===== src/rtl/interrupt_controller.sv =====
// interrupt_controller
// Registered, parametrised interrupt controller for the bexkat1 CPU.
// Each source has a mask bit and an edge/level mode bit; edge sources latch
// into pending bits. The chosen exception code is held stable from the moment
// it is presented until the CPU acknowledges it.
module interrupt_controller #(
  parameter int NUM_IRQ   = 6,
  parameter int EXC_WIDTH = 4,
  parameter int VEC_BASE  = 1,
  parameter int IDLE_CODE = 0
) (
  input  logic                 clk_i,
  input  logic                 rst_i,
  input  logic [NUM_IRQ-1:0]   irq_i,
  input  logic                 enabled,
  input  logic                 ack_i,
  input  logic                 cfg_we_i,
  input  logic [1:0]           cfg_sel_i,
  input  logic [NUM_IRQ-1:0]   cfg_dat_i,
  output logic [NUM_IRQ-1:0]   cfg_dat_o,
  output logic [EXC_WIDTH-1:0] cpu_exception,
  output logic                 irq_active_o
);

  localparam int IDX_W = (NUM_IRQ > 1) ? $clog2(NUM_IRQ) : 1;

  // Register-select encodings for the configuration port.
  localparam logic [1:0] SEL_MASK = 2'd0;
  localparam logic [1:0] SEL_MODE = 2'd1;
  localparam logic [1:0] SEL_PEND = 2'd2;

  // Controller states: IDLE evaluates requests, REQ holds the presented code.
  localparam logic [0:0] ST_IDLE = 1'b0;
  localparam logic [0:0] ST_REQ  = 1'b1;

  localparam logic [EXC_WIDTH-1:0] C_IDLE_CODE = EXC_WIDTH'(IDLE_CODE);
  localparam logic [EXC_WIDTH-1:0] C_VEC_BASE  = EXC_WIDTH'(VEC_BASE);

  // Highest set index wins: source NUM_IRQ-1 has the top priority.
  function automatic logic [IDX_W-1:0] f_top_index(input logic [NUM_IRQ-1:0] req);
    logic [IDX_W-1:0] idx;
    idx = '0;
    for (int i = 0; i < NUM_IRQ; i++) begin
      if (req[i]) idx = IDX_W'(i);
    end
    return idx;
  endfunction

  // One-hot vector selecting a single source.
  function automatic logic [NUM_IRQ-1:0] f_onehot(input logic [IDX_W-1:0] idx);
    logic [NUM_IRQ-1:0] v;
    v = '0;
    for (int i = 0; i < NUM_IRQ; i++) begin
      if (IDX_W'(i) == idx) v[i] = 1'b1;
    end
    return v;
  endfunction

  logic [NUM_IRQ-1:0]   r_mask;
  logic [NUM_IRQ-1:0]   r_mode;
  logic [NUM_IRQ-1:0]   r_pend;
  logic [NUM_IRQ-1:0]   r_prev;
  logic [IDX_W-1:0]     r_cur_idx;
  logic [0:0]           r_state;
  logic [EXC_WIDTH-1:0] r_exc;

  logic                 w_mask_we;
  logic                 w_mode_we;
  logic                 w_pend_we;
  logic [NUM_IRQ-1:0]   w_mask_nxt;
  logic [NUM_IRQ-1:0]   w_mode_nxt;
  logic [NUM_IRQ-1:0]   w_edge_set;
  logic [NUM_IRQ-1:0]   w_ack_clr;
  logic [NUM_IRQ-1:0]   w_w1c_clr;
  logic [NUM_IRQ-1:0]   w_pend_nxt;
  logic [NUM_IRQ-1:0]   w_req;
  logic                 w_take;
  logic [IDX_W-1:0]     w_top_idx;
  logic [EXC_WIDTH-1:0] w_vec_code;

  // Configuration write decode and next values of the mask/mode registers.
  always_comb begin
    w_mask_we  = cfg_we_i && (cfg_sel_i == SEL_MASK);
    w_mode_we  = cfg_we_i && (cfg_sel_i == SEL_MODE);
    w_pend_we  = cfg_we_i && (cfg_sel_i == SEL_PEND);
    w_mask_nxt = w_mask_we ? cfg_dat_i : r_mask;
    w_mode_nxt = w_mode_we ? cfg_dat_i : r_mode;
  end

  // Pending-bit update: clears apply first so a coincident set wins; bits of
  // sources that are (or are becoming) level mode are forced to zero.
  always_comb begin
    w_edge_set = r_mode & irq_i & ~r_prev;
    w_ack_clr  = ((r_state == ST_REQ) && ack_i) ? f_onehot(r_cur_idx) : '0;
    w_w1c_clr  = w_pend_we ? cfg_dat_i : '0;
    w_pend_nxt = ((r_pend & ~(w_ack_clr | w_w1c_clr)) | w_edge_set) & w_mode_nxt;
  end

  // Effective requests and the code of the winning source.
  always_comb begin
    w_req      = r_mask & ((r_mode & r_pend) | (~r_mode & irq_i));
    w_take     = enabled && (|w_req);
    w_top_idx  = f_top_index(w_req);
    w_vec_code = C_VEC_BASE + EXC_WIDTH'(w_top_idx);
  end

  // Configuration, pending and edge-history registers.
  always_ff @(posedge clk_i) begin
    if (rst_i) begin
      r_mask <= '1;
      r_mode <= '0;
      r_pend <= '0;
      r_prev <= '0;
    end else begin
      r_mask <= w_mask_nxt;
      r_mode <= w_mode_nxt;
      r_pend <= w_pend_nxt;
      r_prev <= irq_i;
    end
  end

  // Request/acknowledge state machine; the presented code only changes on
  // entry to REQ or on the acknowledge that returns to IDLE.
  always_ff @(posedge clk_i) begin
    if (rst_i) begin
      r_state   <= ST_IDLE;
      r_cur_idx <= '0;
      r_exc     <= C_IDLE_CODE;
    end else begin
      case (r_state)
        ST_IDLE: begin
          if (w_take) begin
            r_state   <= ST_REQ;
            r_cur_idx <= w_top_idx;
            r_exc     <= w_vec_code;
          end else begin
            r_exc <= C_IDLE_CODE;
          end
        end
        ST_REQ: begin
          if (ack_i) begin
            r_state <= ST_IDLE;
            r_exc   <= C_IDLE_CODE;
          end
        end
        default: begin
          r_state <= ST_IDLE;
          r_exc   <= C_IDLE_CODE;
        end
      endcase
    end
  end

  // Combinational register readback; the reserved select reads as zero.
  always_comb begin
    cfg_dat_o = '0;
    case (cfg_sel_i)
      SEL_MASK: cfg_dat_o = r_mask;
      SEL_MODE: cfg_dat_o = r_mode;
      SEL_PEND: cfg_dat_o = r_pend;
      default:  cfg_dat_o = '0;
    endcase
  end

  assign cpu_exception = r_exc;
  assign irq_active_o  = (r_state == ST_REQ);

endmodule


===== config.mk =====
export PLATFORM = sky130hd
export DESIGN_NAME = interrupt_controller
export DESIGN_NICKNAME = d
export VERILOG_FILES = /design/src/rtl/interrupt_controller.sv
export SDC_FILE = /design/constraint.sdc
export NUM_CORES = 1
export LEC_CHECK = 0
export ABC_AREA = 0
export CAP_MARGIN = 20
export CORE_MARGIN = 3
export CORE_UTILIZATION = 54
export DETAILED_ROUTE_END_ITERATION = 16
export PLACE_DENSITY_LB_ADDON = 0.3
export SLEW_MARGIN = 20
export SYNTH_ARGS = -nofsm -noshare
export SYNTH_HDL_FRONTEND = slang
export SYNTH_SLANG_ARGS = --single-unit

===== constraint.sdc =====
create_clock -name clk_i -period 2.5 [get_ports clk_i]
set_input_delay 0.5 -clock clk_i [delete_from_list [all_inputs] [get_ports clk_i]]
set_output_delay 0.5 -clock clk_i [all_outputs]
set_load 0.02 [all_outputs]

# == After elaboration in Yosys (flattened, before gate mapping) ==
# Index checks and enable logic that the tools add are counted.
# word_totals
reg_bits,32
elab_cells,60
input_bits,19
out_inout_bits,11
# classes
bitwise,14
eq_ne,8
muxes,21
reduce_logical,9
addsub,1
# ops
op,n
bitwise AND 6 bit,7
2-to-1 mux 6 bit,3
NOT 6 bit,3
OR 6 bit,3
one-hot mux 6 bit (3 select lines),1
2-to-1 mux 3 bit,4
2-to-1 mux 1 bit,9
2-to-1 mux 4 bit,2
one-hot mux 4 bit (2 select lines),1
equality test 2 x 3 -> 1 bit (first input constant),2
equality test 3 bit (first input constant),2
OR reduction 6 bit,1
logical AND 1 bit,5
adder 1 x 3 -> 4 bit (first input constant),1
equality test 1 x 3 -> 1 bit (first input constant),1
zero test 3 bit,1
equality test 2 x 1 -> 1 bit (second input constant),1
equality test 2 bit (second input constant),1
zero test 2 bit,1
inequality test 2 bit (second input constant),1
one-hot mux 1 bit (2 select lines),1
AND reduction 2 bit,1
NOT 1 bit,1

# == Depth between registers and ports, before layout ==
# depth
depth_word,12
ltp_mapped,7
ltp_nobuf,7

# == Worst setup path before layout ==
# Ideal clock, no wire load.
# synth_timing
path_kind,input to output
from,input cfg_sel_i[1]
to,output cfg_dat_o[0]
required_time_ps,2000
setup_slack_ps,718
arrival_time_ps,1282
stages,3
cell_sequence,buf_2 -> mux2i_1 -> o21ai_0
# synth_between
elab_chain_len,2
# synth_lines
element,line_no,rtl
start: declaration,18,"input logic [1:0] cfg_sel_i,"
"equality test 2 bit, or another cell as far along",157,case (cfg_sel_i)
one-hot mux 6 bit (3 select lines) (*),157,
end: declaration,20,"output logic [NUM_IRQ-1:0] cfg_dat_o,"
# Mark *: on every way between the ends. The rest lies on a longest branch, timed or not.

# == Worst setup path in the final report ==
# layout_timing
from,input cfg_sel_i[0]
to,output cfg_dat_o[3]
# Same word-level chain as after synthesis.

==> flow_summary.yaml <==
outcome:
  outcome: "complete, no violations"
job:
  cap_violations: 0
worst_setup_path:
  worstPathRequired_ns: 2.00
  critical_path.cell_chain: "clkdlybuf4s50_1 > nor2b_1 > buf_4 > nand2_1 > o21ai_0 > dlygate4sd2_1"
  slowest_delay_ns: 0.47
  crit_buf_inv: 3
  cp_max_fo: 5
  worst-setup-path-type: "primary input to primary output"
  start_kind: "primary input"
  critPathArrivalTime_ns: 1.82
  crit_path_end_kind: "primary output"
  cp_slowest_cell: "clkdlybuf4s50_1"
  crit_family: "buffers and inverters"
finish:
  finalInstanceArea_mm2: 0.00197
  utilization_pct: 76.2
  area_growth_pct: 27.9
  drive_gt1_share_pct: 14.1
  layout_common_cells: "dfxtp_1, clkdlybuf4s50_1, nor2_1"
  fillCellCount: 199
  final_common_cell: "dfxtp_1"
  multi_input_area_um2: 866
  antenna_cells: 0
  final_nets: 225
  register_area_um2: 641
sta:
  rsz0062_at_grt: "false"
  fin_crit_sh_pct: 92.9
  max_slew.worst_pin.slew_ns: 0.509
  setup-violations-final: 0
  hold_violations: 0
  clock_skew_ns: 0.00554
  fin_crit_ns: 2.32
  timing.fmax_mhz: 431
  timing.slew.headroom_pct: 66.0
  slew_viol_final: 0
drt:
  wl_met1_um: 1560
  wl_um: 3570
  drtPass1Iterations: 4
  final_antenna_net_count: 0
  drt_iter0_drc: 78
  num_vias: 1340
  route.met2.wl_um: 1730
  wl_met3_um: 190
  via_per_inst: 5.68
  wl_per_cell_um: 15.1
  routed.top_layer: "met4"
  drcViolationCount: 0
die:
  fp-row-count: 18
  pin_count: 30
  core_area_mm2: 0.00259
  die_x_um: 59.5
  start_util_pct: 59.6
  dieArea_mm2: 0.00354
  die-height_um: 59.5
hold_path:
  hp-class: "flip-flop to flip-flop"
yosys:
  synth-simple-area-share_pct: 22.6
  ys_types: 37
  syn_avg_cell_area_um2: 9.25
  synth_compound_area_share_pct: 18.4
  synth_warnings: 0
  synthXorXnorAreaFrac_pct: 0.567
  synthMuxAreaShare_pct: 13.7
  synth_top_family_by_area: "simple AND/OR/NAND/NOR gates"
  synthCells: 167
  synth.cell_area_mm2: 0.00154
  synth_fa_ha_area_share_pct: 0.810
  ys_ff_latch: 32
  ys_seq_area_share_pct: 41.5
  syn_nets: 187
placed_design:
  postPlaceCellArea_mm2: 0.00191
  dp_hpwl_um: 2670
  gp_congestion: 0.743
  portBuffers: 29
pwr:
  p_leak_nw: 0.809
  vdd_ir_drop_max_mv: 0.623
  p_per_area_mw_per_mm2: 581
grt:
  grt_pass1_wl_um: 6090
  track_usage_pct: 23.3
  antenna_found_initial: 0
  globalRouteOverflowTotal: 0
  grt_pass1_vias: 1359
  grt_max_degree: 30
clocking:
  cts_buffer_depth: 2
  insertion_delay_ns: 0.34
  cts_tree: "done"
  cts_root_buffer: "clkbuf_4"
  path_clk_slew_ns: 0.10
  cts_made_buffers: 5
  htreeDepth: 2
  numClockSinks: 32
  cts_setup_buffers: 0
## worst register-to-register path, delay by kind of cell (launching register included)
kind,cells,cell delay [ns]
AOI/OAI and AO/OA,2,0.44
and+or+nand+nor,1,0.18
muxes,1,0.38
DFF,1,0.40
adders and majority gates,1,0.28
## synthesized netlist by cell type
library cell | count | share of area [%]
dfxtp_1 | 32 | 41
nor2_1 | 22 | 5.3
nand2_1 | 19 | 4.6
mux2i_1 | 13 | 8.4
nor2b_1 | 13 | 5.3
o21ai_0 | 7 | 2.3
a211o_1 | 6 | 3.4
nor3_1 | 6 | 1.9
a31oi_1 | 4 | 1.6
a21oi_1 | 3 | 0.97
a22o_1 | 3 | 1.7
buf_2 | 3 | 0.97
clkbuf_1 | 3 | 0.73
inv_1 | 3 | 0.73
mux2_4 | 3 | 2.9
a22oi_1 | 2 | 0.97
and2_1 | 2 | 0.81
mux2_2 | 2 | 1.5
nand4_1 | 2 | 0.81
o211ai_1 | 2 | 0.97
a211oi_1 | 1 | 0.49
a22oi_2 | 1 | 0.81
a22oi_4 | 1 | 1.4
a2bb2oi_2 | 1 | 0.97
a31oi_4 | 1 | 1.4
ha_1 | 1 | 0.81
mux2i_2 | 1 | 0.89
nand2_2 | 1 | 0.41
nand2b_1 | 1 | 0.41
nand3_1 | 1 | 0.32
nor2b_4 | 1 | 0.89
nor3b_1 | 1 | 0.49
nor3b_2 | 1 | 0.81
o211ai_2 | 1 | 0.81
o32a_1 | 1 | 0.65
or4_1 | 1 | 0.49
xnor2_1 | 1 | 0.57
## repair_timing
item	CTS	global route
hold buffers	0	0
setup endpoints to repair	6	0
gates resized for setup	6	0
## cells by family (layout without fill, tap and decap cells)
group                      count (synthesis)  in the layout
and+or+nand+nor                           71             71
DFF                                       32             32
buffers and inverters                      9             48
muxes                                     19             19
xor gates and xnor gates                   1              1
adders and majority gates                  1              1
AOI/OAI and AO/OA                         34             34
## area by class of cell
type | instances | area share [%]
Multi-Input combinational cell | 126 | 43.9
Clock buffer | 6 | 2.09
Tap cell | 30 | 1.90
Clock inverter | 2 | 1.77
Sequential cell | 32 | 32.4
Timing Repair Buffer | 37 | 17.4
Inverter | 3 | 0.570
## layer usage
metal	track usage (%)	vias up
met5	0	-
met4	12.0	0
met3	8.06	11
met2	37.3	38
met1	27.2	621
li1	-	670
## through the flow
step / cells / power [mW] / hold slack, ns / setup slack (ns) / setup TNS [ns]
3_3_place_gp: 228 / 0.765 / 0.445 / -0.0522 / -0.166
6_report: 236 / 1.15 / 0.486 / 0.177 / 0
5_1_grt: 236 / 1.20 / 0.508 / 0.0912 / 0
2_1_floorplan: 167 / 0.681 / 0.500 / 0.718 / 0
3_5_place_dp: 228 / 0.771 / 0.460 / -0.127 / -0.371
4_1_cts: 236 / 1.15 / 0.489 / 0.164 / 0
## report_power, final
part           switching, mW  internal [mW]  leakage (nW)
combinational         0.0999          0.104         0.504
sequential            0.0203          0.532         0.262
clock                  0.181          0.209        0.0422
## flip-flops by register name, indices dropped and copies added, names as in the netlist
signal and cells:
r_mask 6, r_mode 6, r_pend 6, r_prev 6, cpu_exception 4, r_cur_idx 3
irq_active_o 1
## final timing paths
check	cells after the start	to	start	slack (ns)
worst min-delay path	1	cpu_exception[3]$_SDFFE_PP0P_	cpu_exception[3]$_SDFFE_PP0P_	0.49
worst max-delay path	6	cfg_dat_o[3]	cfg_sel_i[0]	0.18
worst max register to register	5	cpu_exception[1]$_SDFFE_PP0P_	r_mode[2]$_SDFF_PP0_	0.74
worst min register to register	1	cpu_exception[3]$_SDFFE_PP0P_	cpu_exception[3]$_SDFFE_PP0P_	0.49
Power figures use the tool's default switching activity.
